$ cat src/rtl/fifo_wptr_full.sv
// fifo_wptr_full: write-side control of the asynchronous FIFO.
// Keeps the binary/Gray write pointers, brings the read-domain Gray pointer
// into wclk, and produces the RAM write address/enable, full flag, fill level
// and a sticky overflow flag.
// Optional feature macro: WAFULL_EN adds a registered almost-full output
// (wafull) that asserts when the fill level reaches AFULL_LEVEL.
module fifo_wptr_full #(
    parameter int ADDSIZE     = 8,
    parameter int SYNC_STAGES = 2,
    parameter int AFULL_LEVEL = 240
) (
    input  logic               wclk,
    input  logic               wrst_n,
    input  logic               winc,
    input  logic [ADDSIZE:0]   rptr,
    input  logic               wovf_clr,
    output logic [ADDSIZE-1:0] waddr,
    output logic               wclken,
    output logic               wfull,
    output logic [ADDSIZE:0]   wptr,
    output logic [ADDSIZE:0]   wlevel,
    output logic               wovf
`ifdef WAFULL_EN
    ,
    output logic               wafull
`endif
);

    logic [ADDSIZE:0]                   wbin;
    logic [ADDSIZE:0]                   wbin_next;
    logic [ADDSIZE:0]                   wgray_next;
    logic [ADDSIZE:0]                   level_next;
    logic [ADDSIZE:0]                   rq_bin;
    logic                               full_next;
    logic [SYNC_STAGES-1:0][ADDSIZE:0]  rq_chain;
    logic [ADDSIZE:0]                   rq_sync;

    // Gray-to-binary conversion: each binary bit is the XOR of all Gray bits above and including it.
    function automatic logic [ADDSIZE:0] gray2bin(input logic [ADDSIZE:0] g);
        logic [ADDSIZE:0] b;
        b[ADDSIZE] = g[ADDSIZE];
        for (int i = ADDSIZE - 1; i >= 0; i--) begin
            b[i] = b[i+1] ^ g[i];
        end
        return b;
    endfunction

    assign rq_sync = rq_chain[SYNC_STAGES-1];
    assign wclken  = winc & ~wfull;
    assign waddr   = wbin[ADDSIZE-1:0];

    // Next pointer, level and full are all derived from the synchronised read pointer, never from rptr directly.
    always_comb begin
        wbin_next  = wbin + {{ADDSIZE{1'b0}}, wclken};
        wgray_next = (wbin_next >> 1) ^ wbin_next;
        rq_bin     = gray2bin(rq_sync);
        level_next = wbin_next - rq_bin;
        full_next  = (wgray_next == {~rq_sync[ADDSIZE:ADDSIZE-1], rq_sync[ADDSIZE-2:0]});
    end

    // Plain flop chain carrying the read Gray pointer into wclk; nothing may sit between the stages.
    always_ff @(posedge wclk or negedge wrst_n) begin
        if (!wrst_n) begin
            rq_chain <= '0;
        end else begin
            rq_chain <= {rq_chain[SYNC_STAGES-2:0], rptr};
        end
    end

    // Pointer, full and level registers; full lands on the same edge as the write that fills the FIFO.
    always_ff @(posedge wclk or negedge wrst_n) begin
        if (!wrst_n) begin
            wbin   <= '0;
            wptr   <= '0;
            wfull  <= 1'b0;
            wlevel <= '0;
        end else begin
            wbin   <= wbin_next;
            wptr   <= wgray_next;
            wfull  <= full_next;
            wlevel <= level_next;
        end
    end

    // Sticky overflow: a rejected write sets it, and a set in the same cycle beats a clear.
    always_ff @(posedge wclk or negedge wrst_n) begin
        if (!wrst_n) begin
            wovf <= 1'b0;
        end else if (winc & wfull) begin
            wovf <= 1'b1;
        end else if (wovf_clr) begin
            wovf <= 1'b0;
        end
    end

`ifdef WAFULL_EN
    localparam logic [ADDSIZE:0] AFULL_THR = (ADDSIZE+1)'(AFULL_LEVEL);

    // Almost-full tracks the level being loaded, so it is always set whenever full is.
    always_ff @(posedge wclk or negedge wrst_n) begin
        if (!wrst_n) begin
            wafull <= 1'b0;
        end else begin
            wafull <= (level_next >= AFULL_THR);
        end
    end
`endif

endmodule

$ cat config.mk
export PLATFORM = sky130hd
export DESIGN_NAME = fifo_wptr_full
export DESIGN_NICKNAME = d
export VERILOG_FILES = /design/src/rtl/fifo_wptr_full.sv
export SDC_FILE = /design/constraint.sdc
export NUM_CORES = 1
export LEC_CHECK = 0
export CORE_ASPECT_RATIO = 0.8
export CORE_MARGIN = 5
export CORE_UTILIZATION = 55
export DETAILED_ROUTE_END_ITERATION = 12
export GPL_TIMING_DRIVEN = 0
export PLACE_DENSITY = 0.94
export SLEW_MARGIN = 30
export SYNTH_ARGS = -nofsm -noshare
export SYNTH_HDL_FRONTEND = slang
export SYNTH_SLANG_ARGS = --single-unit
$ cat constraint.sdc
create_clock -name wclk -period 4.8 [get_ports wclk]
set_input_delay 0.48 -clock wclk [delete_from_list [all_inputs] [get_ports wclk]]
set_output_delay 0.48 -clock wclk [all_outputs]
set_load 0.02 [all_outputs]
==> flow_summary_export.csv, run 1 <==
group,metric,value,unit
run_status,run_status,"finished clean",
timing,period_share,0.742,
worst_setup_path,critPathKind,"reg2reg",
yosys,yosysWarnings,0,
die,placementRows,20,
final_layout,fillCellCount,253,
worst_setup_path,worstPathArrival,3780,ps
yosys,yosysTopAreaCellShare,0.551,
timing,skew,6.00,ps
die,pin_count,42,
final_layout,antenna_cells,0,
final_layout,stdcell_area,2670,µm²
timing,finalHoldViolCount,0,
worst_setup_path,cp_max_fo,4,
grt,grt_pass1_wl,5820,µm
pwr,ir_drop,0.000353,V
pwr,p_switching,674,µW
run,drv_cap,0,
cts,cts_resized,0,
detailed_routing,drc_errors,0,
cts,clockRootBuffer,"clkbuf_8",
timing,period_needed,3560,ps
yosys,syn_inst,159,
detailed_routing,first_pass_iters,4,
cts,hold_buffers,0,
grt,grt_overflow,0,
yosys,ys_seq_area_frac,0.551,
die,dieWidth,78.9,µm
grt,antenna_found_initial,0,
cts,htreeDepth,2,
cts,cts_made_buffers,5,
timing,worstMarginPinSlew,612,ps
cts,path_clk_slew,90,ps
worst_setup_path,cp.required,5020,ps
worst_setup_path,crit_chain,"xnor2_4 -> xor2_4 -> xor2_2 -> xnor2_2 -> xor2_2 -> xnor2_1 -> ha_1 -> inv_1 -> fa_1 -> a21o_1 -> a21oi_1 -> nor2b_1 -> o21ai_0 -> nor2b_1 -> xnor2_1",
pwr,comb_power_share,0.532,
pwr,cellPowerDensity,638,nW/µm²
pwr,p_leak,1.19,nW
detailed_routing,wl,3610,µm
cts,clockBufferDepth,2,
yosys,ys_top_cells_by_area,"dfrtp_1, xor2_1, xnor2_1",
yosys,synth_edf_count,0,
die,dieArea,5140,µm²
yosys,syn_area_per_cell,13.1,µm²
pwr,swShare,0.396,
detailed_routing,ant_nets,0,
cts,cts_setup_buffers,0,
cts,cts_tree,"yes",
grt,grt_usage,0.151,
yosys,synth_area,2090,µm²
yosys,syn_nets,183,
worst_setup_path,start_kind,"register",
detailed_routing,drt-vias-per-instance,5.06,
worst_setup_path,cp_slowest_cell,"dfrtp_1",
cts,cts_num_sinks,46,
final_layout,area_growth,27.7,%
yosys,async_flop_share,1.00,
pwr,internal_power,1.03,mW
worst_hold_path,hold_path.class,"in2async",
timing,max_freq,281,MHz
yosys,synth_cell_types,33,
die,die_y,65.1,µm
final_layout,nets,232,
die,start_util,0.560,
grt,grt_pass1_vias,1240,
placement,place_area,2580,µm²
yosys,yosys_register_bits,46,
worst_setup_path,slowest_delay,460,ps
pwr,seqPwrFrac,0.334,
yosys,synth_ff_type,"dfrtp_1",
timing,rsz0062_at_grt,"no",
die,coreArea,3730,µm²
pwr,clkPwrFrac,0.134,
cts,clk_latency,290,ps
grt,grt_start_max_net_pins,28,
worst_setup_path,cp-end-kind,"register",
placement,dpl.hpwl,2910,µm
placement,numPortBuffers,41,
placement,gp_congestion,0.772,
detailed_routing,vias,1279,
final_layout,final_util,0.715,
detailed_routing,drt-wirelength-per-cell,14.3,µm
timing,setup_viol,0,
final_layout,drive_gt1_frac,0.0957,
yosys,synth_area_leader_cell,"dfrtp_1",
timing,drv_slew,0,
timing,tns,0,ps
timing,slew_headroom,0.592,
detailed_routing,drt_iter0_drc,65,
## synth_stat cells, types with 2 or more instances
| cell type | number |
|---|---|
| inv_1 | 11 |
| dfrtp_1 | 46 |
| nand4_1 | 2 |
| xor2_2 | 5 |
| nand2_1 | 4 |
| nand3_1 | 3 |
| nor3_1 | 5 |
| nor2_1 | 3 |
| xnor2_1 | 15 |
| xor2_1 | 17 |
| ha_1 | 10 |
| o22ai_1 | 2 |
| a21oi_1 | 6 |
| and3_1 | 3 |
| nor2b_1 | 5 |
| o21ai_0 | 4 |
| xnor2_2 | 2 |
## area by class of cell
class	count	area (µm²)	area share
Clock buffer	5	68.8	0.0258
Clock inverter	3	21.3	0.00798
Inverter	11	41.3	0.0155
Multi-Input combinational cell	102	896	0.336
Sequential cell	46	1150	0.432
Tap cell	44	55.1	0.0206
Timing Repair Buffer	42	433	0.162
## stage by stage
stage	setup slack, ps	power, mW	cells	hold slack [ps]
2_1_floorplan	1620	1.16	159	184
3_5_place_dp	1230	1.48	245	335
5_1_grt	938	1.82	253	232
6_report	1240	1.70	253	190
3_3_place_gp	1320	1.44	244	331
4_1_cts	1230	1.71	253	206
## cell usage in the layout, fill, tap and decap left out, types with 3 or more instances in the layout
| cell type | count |
|---|---|
| clkdlybuf4s50_1 | 40 |
| dfrtp_1 | 46 |
| clkbuf_8 | 5 |
| o21ai_0 | 4 |
| nor2b_1 | 5 |
| inv_1 | 11 |
| nand2_1 | 4 |
| nor2_1 | 3 |
| nor3_1 | 5 |
| xor2_1 | 17 |
| ha_1 | 10 |
| xor2_2 | 5 |
| xnor2_1 | 15 |
| nand3_1 | 3 |
| and3_1 | 3 |
| a21oi_1 | 6 |
## flip-flops by register name, indices dropped and copies added, names as in the netlist
register	flops
rq_chain	9
rq_sync	9
wbin	9
wfull	1
wlevel	9
wovf	1
wptr	8
## kinds of logic after synthesis
| family | count (synthesis) | synth area share |
|---|---|---|
| and+or+nand+nor | 31 | 0.0827 |
| AOI/OAI and AO/OA | 18 | 0.0509 |
| DFF | 46 | 0.551 |
| buffers and inverters | 11 | 0.0198 |
| xor gates and xnor gates | 42 | 0.226 |
| adders and majority gates | 11 | 0.0695 |
## power groups by stage
stage | Combinational (mW) | Sequential, mW | Clock [mW]
finish | 0.904 | 0.567 | 0.229
global route | 0.982 | 0.581 | 0.253
CTS | 0.911 | 0.568 | 0.235
detailed placement | 0.906 | 0.574 | 0
global placement | 0.870 | 0.572 | 0
floorplan | 0.472 | 0.688 | 0
## routing by layer
layer / vias up / share of wire / GRT usage
met2: 54 / 0.48 / 0.255
met4: 0 / 0.0036 / 0.0386
met3: 2 / 0.084 / 0.0425
met1: 600 / 0.43 / 0.192
met5: - / 0 / 0
li1: 623 / - / -
## final timing paths
path,slack [ps],depth (start not counted),endpoint,start
max,1240,15,wlevel[6]$_DFF_PN0_,rq_sync[8]$_DFF_PN0_
min,190,1,wptr[0]$_DFF_PN0_,wrst_n
max reg2reg,1240,15,wlevel[6]$_DFF_PN0_,rq_sync[8]$_DFF_PN0_
min reg2reg,350,0,rq_sync[0]$_DFF_PN0_,rq_chain[0]$_DFF_PN0_
max in group asynchronous,4100,2,rq_sync[3]$_DFF_PN0_,wrst_n
min in group wclk,350,0,rq_sync[0]$_DFF_PN0_,rq_chain[0]$_DFF_PN0_
## worst max-delay path, delay by kind of cell (launching register included)
family,cells,cell delay [ps]
compound gates,3,610
fa+ha+maj,2,610
xor+xnor,7,1480
flops,1,460
simple gates,2,270
buf+inv,1,60
Note: power is estimated with default switching activity, not from simulation.
==> run 2: changes to the inputs <==
--- a/config.mk
+++ b/config.mk
@@ -7,10 +7,10 @@
 export LEC_CHECK = 0
 export CORE_ASPECT_RATIO = 0.8
 export CORE_MARGIN = 5
-export CORE_UTILIZATION = 55
+export CORE_UTILIZATION = 51
 export DETAILED_ROUTE_END_ITERATION = 12
 export GPL_TIMING_DRIVEN = 0
-export PLACE_DENSITY = 0.94
+export PLACE_DENSITY = 0.88
 export SLEW_MARGIN = 30
 export SYNTH_ARGS = -nofsm -noshare
 export SYNTH_HDL_FRONTEND = slang
==> constraint.sdc (replaced) <==
create_clock -name wclk -period 3.7 [get_ports wclk]
set_input_delay 0.37 -clock wclk [delete_from_list [all_inputs] [get_ports wclk]]
set_output_delay 0.37 -clock wclk [all_outputs]
set_load 0.02 [all_outputs]
==> flow_summary_export.csv, run 2 (synthesis results as in run 1) <==
group,metric,value,unit
worst_setup_path,cp_max_fo,4,
die,dieArea,5480,µm²
placement,numPortBuffers,41,
detailed_routing,drt_iter0_drc,92,
grt,grt_overflow,0,
detailed_routing,ant_nets,0,
final_layout,mostFrequentLayoutCells,"dfrtp_1, clkdlybuf4s50_1, xor2_1",
detailed_routing,vias,1294,
cts,clockBufferDepth,2,
run,drv_cap,0,
grt,antenna_found_initial,0,
final_layout,nets,234,
grt,grt_start_max_net_pins,27,
cts,path_clk_slew,80,ps
timing,hold_slack,22.9,ps
final_layout,antenna_cells,0,
final_layout,final_util,0.696,
timing,setup_viol,0,
worst_hold_path,hold_path.class,"in2async",
cts,cts_made_buffers,5,
timing,worstMarginPinSlew,519,ps
timing,finalHoldViolCount,0,
pwr,comb_power_share,0.531,
grt,grt_pass1_vias,1270,
grt,grt_pass1_wl,6130,µm
timing,slew_headroom,0.653,
die,coreArea,3880,µm²
detailed_routing,drt-wirelength-per-cell,13.8,µm
pwr,p_switching,871,µW
cts,htreeDepth,2,
cts,cts_num_sinks,46,
final_layout,drive_gt1_frac,0.114,
worst_setup_path,slowest_delay,460,ps
worst_setup_path,worstPathArrival,3650,ps
timing,drv_slew,0,
placement,place_area,2590,µm²
worst_setup_path,critPathKind,"reg2reg",
placement,dpl.hpwl,2940,µm
pwr,finalPower,2.23,mW
timing,rsz0062_at_grt,"no",
cts,hold_buffers,0,
detailed_routing,first_pass_iters,4,
worst_setup_path,cp.required,3920,ps
cts,cts_tree,"yes",
timing,fin_ws,270,ps
pwr,ir_drop,0.000462,V
final_layout,fillCellCount,290,
worst_setup_path,critPathBufInv,1,
worst_setup_path,start_kind,"register",
run_status,run_status,"finished clean",
pwr,clkPwrFrac,0.139,
pwr,swShare,0.391,
detailed_routing,drc_errors,0,
grt,grt_usage,0.153,
timing,period_needed,3430,ps
cts,clockRootBuffer,"clkbuf_8",
pwr,cellPowerDensity,825,nW/µm²
die,pin_count,42,
timing,period_share,0.927,
placement,gp_congestion,0.827,
timing,skew,6.15,ps
die,placementRows,20,
worst_setup_path,crit_family,"XOR/XNOR gates",
pwr,seqPwrFrac,0.330,
timing,max_freq,292,MHz
die,dieWidth,81.5,µm
placement,post-place-cells,256,
final_layout,fin_cells,266,
pwr,internal_power,1.36,mW
final_layout,area_growth,29.4,%
final_layout,stdcell_area,2700,µm²
placement,dp_worst_setup_slack,109,ps
cts,clk_latency,300,ps
worst_setup_path,cp_slowest_cell,"dfrtp_2",
final_layout,final_common_cell,"dfrtp_1",
detailed_routing,wl,3660,µm
detailed_routing,drt-vias-per-instance,4.86,
die,die_y,67.2,µm
worst_setup_path,cp-end-kind,"register",
timing,tns,0,ps
worst_setup_path,crit_chain,"xnor2_4 -> xor2_4 -> xor2_2 -> xnor2_2 -> xor2_2 -> xnor2_1 -> ha_2 -> inv_1 -> fa_1 -> a21o_1 -> a21oi_1 -> nor2b_1 -> o21ai_1 -> nor2b_1 -> xnor2_1",
die,start_util,0.538,
pwr,p_leak,1.20,nW
==> run 2: path summary, 6_finish.rpt <==
check	endpoint	slack, ps	start	depth (start not counted)
min in group wclk	rq_sync[0]$_DFF_PN0_	350	rq_chain[0]$_DFF_PN0_	0
setup / recovery	wlevel[6]$_DFF_PN0_	270	rq_sync[7]$_DFF_PN0_	15
setup reg to reg	wlevel[6]$_DFF_PN0_	270	rq_sync[7]$_DFF_PN0_	15
max in group asynchronous	rq_sync[8]$_DFF_PN0_	3170	wrst_n	2
hold / removal	wptr[2]$_DFF_PN0_	20	wrst_n	1
hold reg to reg	rq_sync[0]$_DFF_PN0_	350	rq_chain[0]$_DFF_PN0_	0
==> run 2: power by group through the flow <==
| stage | Clock [mW] | Combinational [mW] | Sequential, mW |
|---|---|---|---|
| finish | 0.310 | 1.18 | 0.736 |
| global placement | 0 | 1.14 | 0.740 |
| floorplan | 0 | 0.613 | 0.892 |
| detailed placement | 0 | 1.19 | 0.747 |
| global route | 0.343 | 1.30 | 0.757 |
| CTS | 0.315 | 1.20 | 0.736 |
==> run 2: cell type report <==
type,instances,area (µm²),area share
inverters,11,41.3,0.0153
flip-flops and latches,46,1150,0.427
clock inverters,1,5.00,0.00185
clock buffers,7,86.3,0.0320
multi-input cells,102,898,0.333
well taps,55,68.8,0.0255
repair buffers,44,448,0.166
==> run 2: routing by layer <==
| metal | up-vias | global-route usage | routed length, µm |
|---|---|---|---|
| li1 | 623 | - | - |
| met1 | 623 | 0.196 | 1650 |
| met2 | 43 | 0.250 | 1700 |
| met3 | 5 | 0.0427 | 276 |
| met4 | 0 | 0.0570 | 44 |
| met5 | - | 0 | 0 |
==> run 2: repair_timing <==
action | 4_1_cts | 5_1_grt
resized for setup | 0 | 4
setup endpoints to repair | 0 | 2
buffers inserted | 0 | 2
==> run 3: changes to the inputs <==
--- a/config.mk
+++ b/config.mk
@@ -6,11 +6,11 @@
 export NUM_CORES = 1
 export LEC_CHECK = 0
 export CORE_ASPECT_RATIO = 0.8
-export CORE_MARGIN = 5
 export CORE_UTILIZATION = 51
 export DETAILED_ROUTE_END_ITERATION = 12
 export GPL_TIMING_DRIVEN = 0
 export PLACE_DENSITY = 0.88
+export SKIP_LAST_GASP = 1
 export SLEW_MARGIN = 30
 export SYNTH_ARGS = -nofsm -noshare
 export SYNTH_HDL_FRONTEND = slang
==> flow_summary_export.csv, run 3 (synthesis results as in run 1) <==
group,metric,value,unit
worst_setup_path,cp-end-kind,"register",
grt,antenna_found_initial,0,
pwr,swShare,0.392,
cts,clockBufferDepth,2,
cts,htreeDepth,2,
final_layout,nets,232,
worst_setup_path,cp.required,3910,ps
placement,gp_congestion,0.784,
cts,cts_resized,0,
run_status,run_status,"finished clean",
final_layout,drive_gt1_frac,0.0865,
detailed_routing,drt-wirelength-per-cell,13.3,µm
die,dieWidth,73.5,µm
die,coreArea,3850,µm²
timing,period_needed,3390,ps
worst_setup_path,critPathKind,"reg2reg",
placement,numPortBuffers,41,
detailed_routing,first_pass_iters,4,
detailed_routing,ant_nets,0,
grt,grt_overflow,0,
run,drv_cap,0,
detailed_routing,drt_iter0_drc,58,
final_layout,mostFrequentLayoutCells,"dfrtp_1, clkdlybuf4s50_1, xor2_1",
die,dieArea,4360,µm²
timing,tns,0,ps
cts,clk_latency,280,ps
cts,cts_setup_buffers,0,
cts,cts_tree,"yes",
pwr,comb_power_share,0.538,
pwr,clkPwrFrac,0.125,
cts,cts_num_sinks,46,
grt,grt_pass1_vias,1303,
detailed_routing,drc_errors,0,
timing,setup_viol,0,
worst_setup_path,worstPathArrival,3600,ps
die,die_y,59.2,µm
die,pin_count,42,
worst_setup_path,cp_max_fo,4,
pwr,cellPowerDensity,822,nW/µm²
placement,place_area,2590,µm²
pwr,internal_power,1.33,mW
timing,drv_slew,0,
worst_hold_path,hold_path.class,"in2async",
die,start_util,0.542,
timing,skew,6.31,ps
cts,clockRootBuffer,"clkbuf_8",
cts,cts_made_buffers,5,
final_layout,area_growth,27.9,%
worst_setup_path,start_kind,"register",
cts,hold_buffers,0,
pwr,p_switching,861,µW
pwr,seqPwrFrac,0.337,
timing,worstMarginPinSlew,525,ps
final_layout,stdcell_area,2670,µm²
detailed_routing,wl,3490,µm
timing,period_share,0.917,
final_layout,final_common_cell,"dfrtp_1",
grt,grt_pass1_wl,5850,µm
pwr,p_leak,1.18,nW
timing,max_freq,295,MHz
timing,rsz0062_at_grt,"no",
timing,slew_headroom,0.650,
die,placementRows,20,
timing,finalHoldViolCount,0,
cts,path_clk_slew,80,ps
detailed_routing,vias,1272,
placement,dpl.hpwl,2740,µm
pwr,ir_drop,0.000388,V
grt,grt_start_max_net_pins,26,
final_layout,antenna_cells,0,
grt,grt_usage,0.183,
detailed_routing,drt-vias-per-instance,4.84,
==> run 3: changes by cell type in the layout (fill, tap and decap cells not counted), sizes merged <==
cell	before	now
buf	4	2
clkinv	1	0
==> run 3: final cells by class <==
type,instances,area [µm²]
Inverter,11,41.3
Clock buffer,7,76.3
Tap cell,55,68.8
Fill cell,311,1180
Timing Repair Buffer,42,433
Sequential cell,46,1150
Multi-Input combinational cell,102,900
==> run 3: final timing paths <==
check                                       from                    to  slack, ps  depth (start not counted)
max                         rq_sync[8]$_DFF_PN0_   wlevel[6]$_DFF_PN0_        310                         15
max reg2reg                 rq_sync[8]$_DFF_PN0_   wlevel[6]$_DFF_PN0_        310                         15
max in group asynchronous                 wrst_n  rq_sync[7]$_DFF_PN0_       3140                          2
min                                       wrst_n     wptr[2]$_DFF_PN0_         60                          1
min reg2reg                rq_chain[7]$_DFF_PN0_  rq_sync[7]$_DFF_PN0_        350                          0
min in group wclk          rq_chain[7]$_DFF_PN0_  rq_sync[7]$_DFF_PN0_        350                          0
==> run 3: power groups by stage <==
stage | Clock [mW] | Sequential, mW | Combinational (mW)
floorplan | 0 | 0.892 | 0.613
global placement | 0 | 0.742 | 1.13
detailed placement | 0 | 0.752 | 1.17
CTS | 0.282 | 0.742 | 1.18
global route | 0.302 | 0.755 | 1.30
finish | 0.274 | 0.740 | 1.18
==> run 3: through the flow <==
stage	std cells	setup WS [ps]	hold WS [ps]	power, mW	util
after floorplan	159	521	74.4	1.51	-
after detailed placement	256	162	336	1.93	0.672
after global routing	263	58.1	88.5	2.36	0.693
after global placement	255	280	333	1.87	0.666
final	263	306	57.9	2.19	0.693
after CTS	263	150	68.8	2.20	0.692
==> run 3: critical path, cell delays in order, from the launching register on <==
cell	delay (ps)
dfrtp_1	460
xnor2_4	260
xor2_4	260
xor2_2	210
xnor2_2	160
xor2_2	250
xnor2_1	170
ha_1	200
inv_1	50
fa_1	390
a21o_1	190
a21oi_2	190
nor2b_1	70
o21ai_1	170
nor2b_1	180
xnor2_1	120
==> run 3: routing by layer <==
| layer | vias up | share of wire | GRT usage |
|---|---|---|---|
| li1 | 618 | - | - |
| met4 | 0 | 0 | 0.0165 |
| met2 | 34 | 0.50 | 0.328 |
| met1 | 620 | 0.46 | 0.240 |
| met3 | 0 | 0.041 | 0.0408 |
| met5 | - | 0 | 0 |
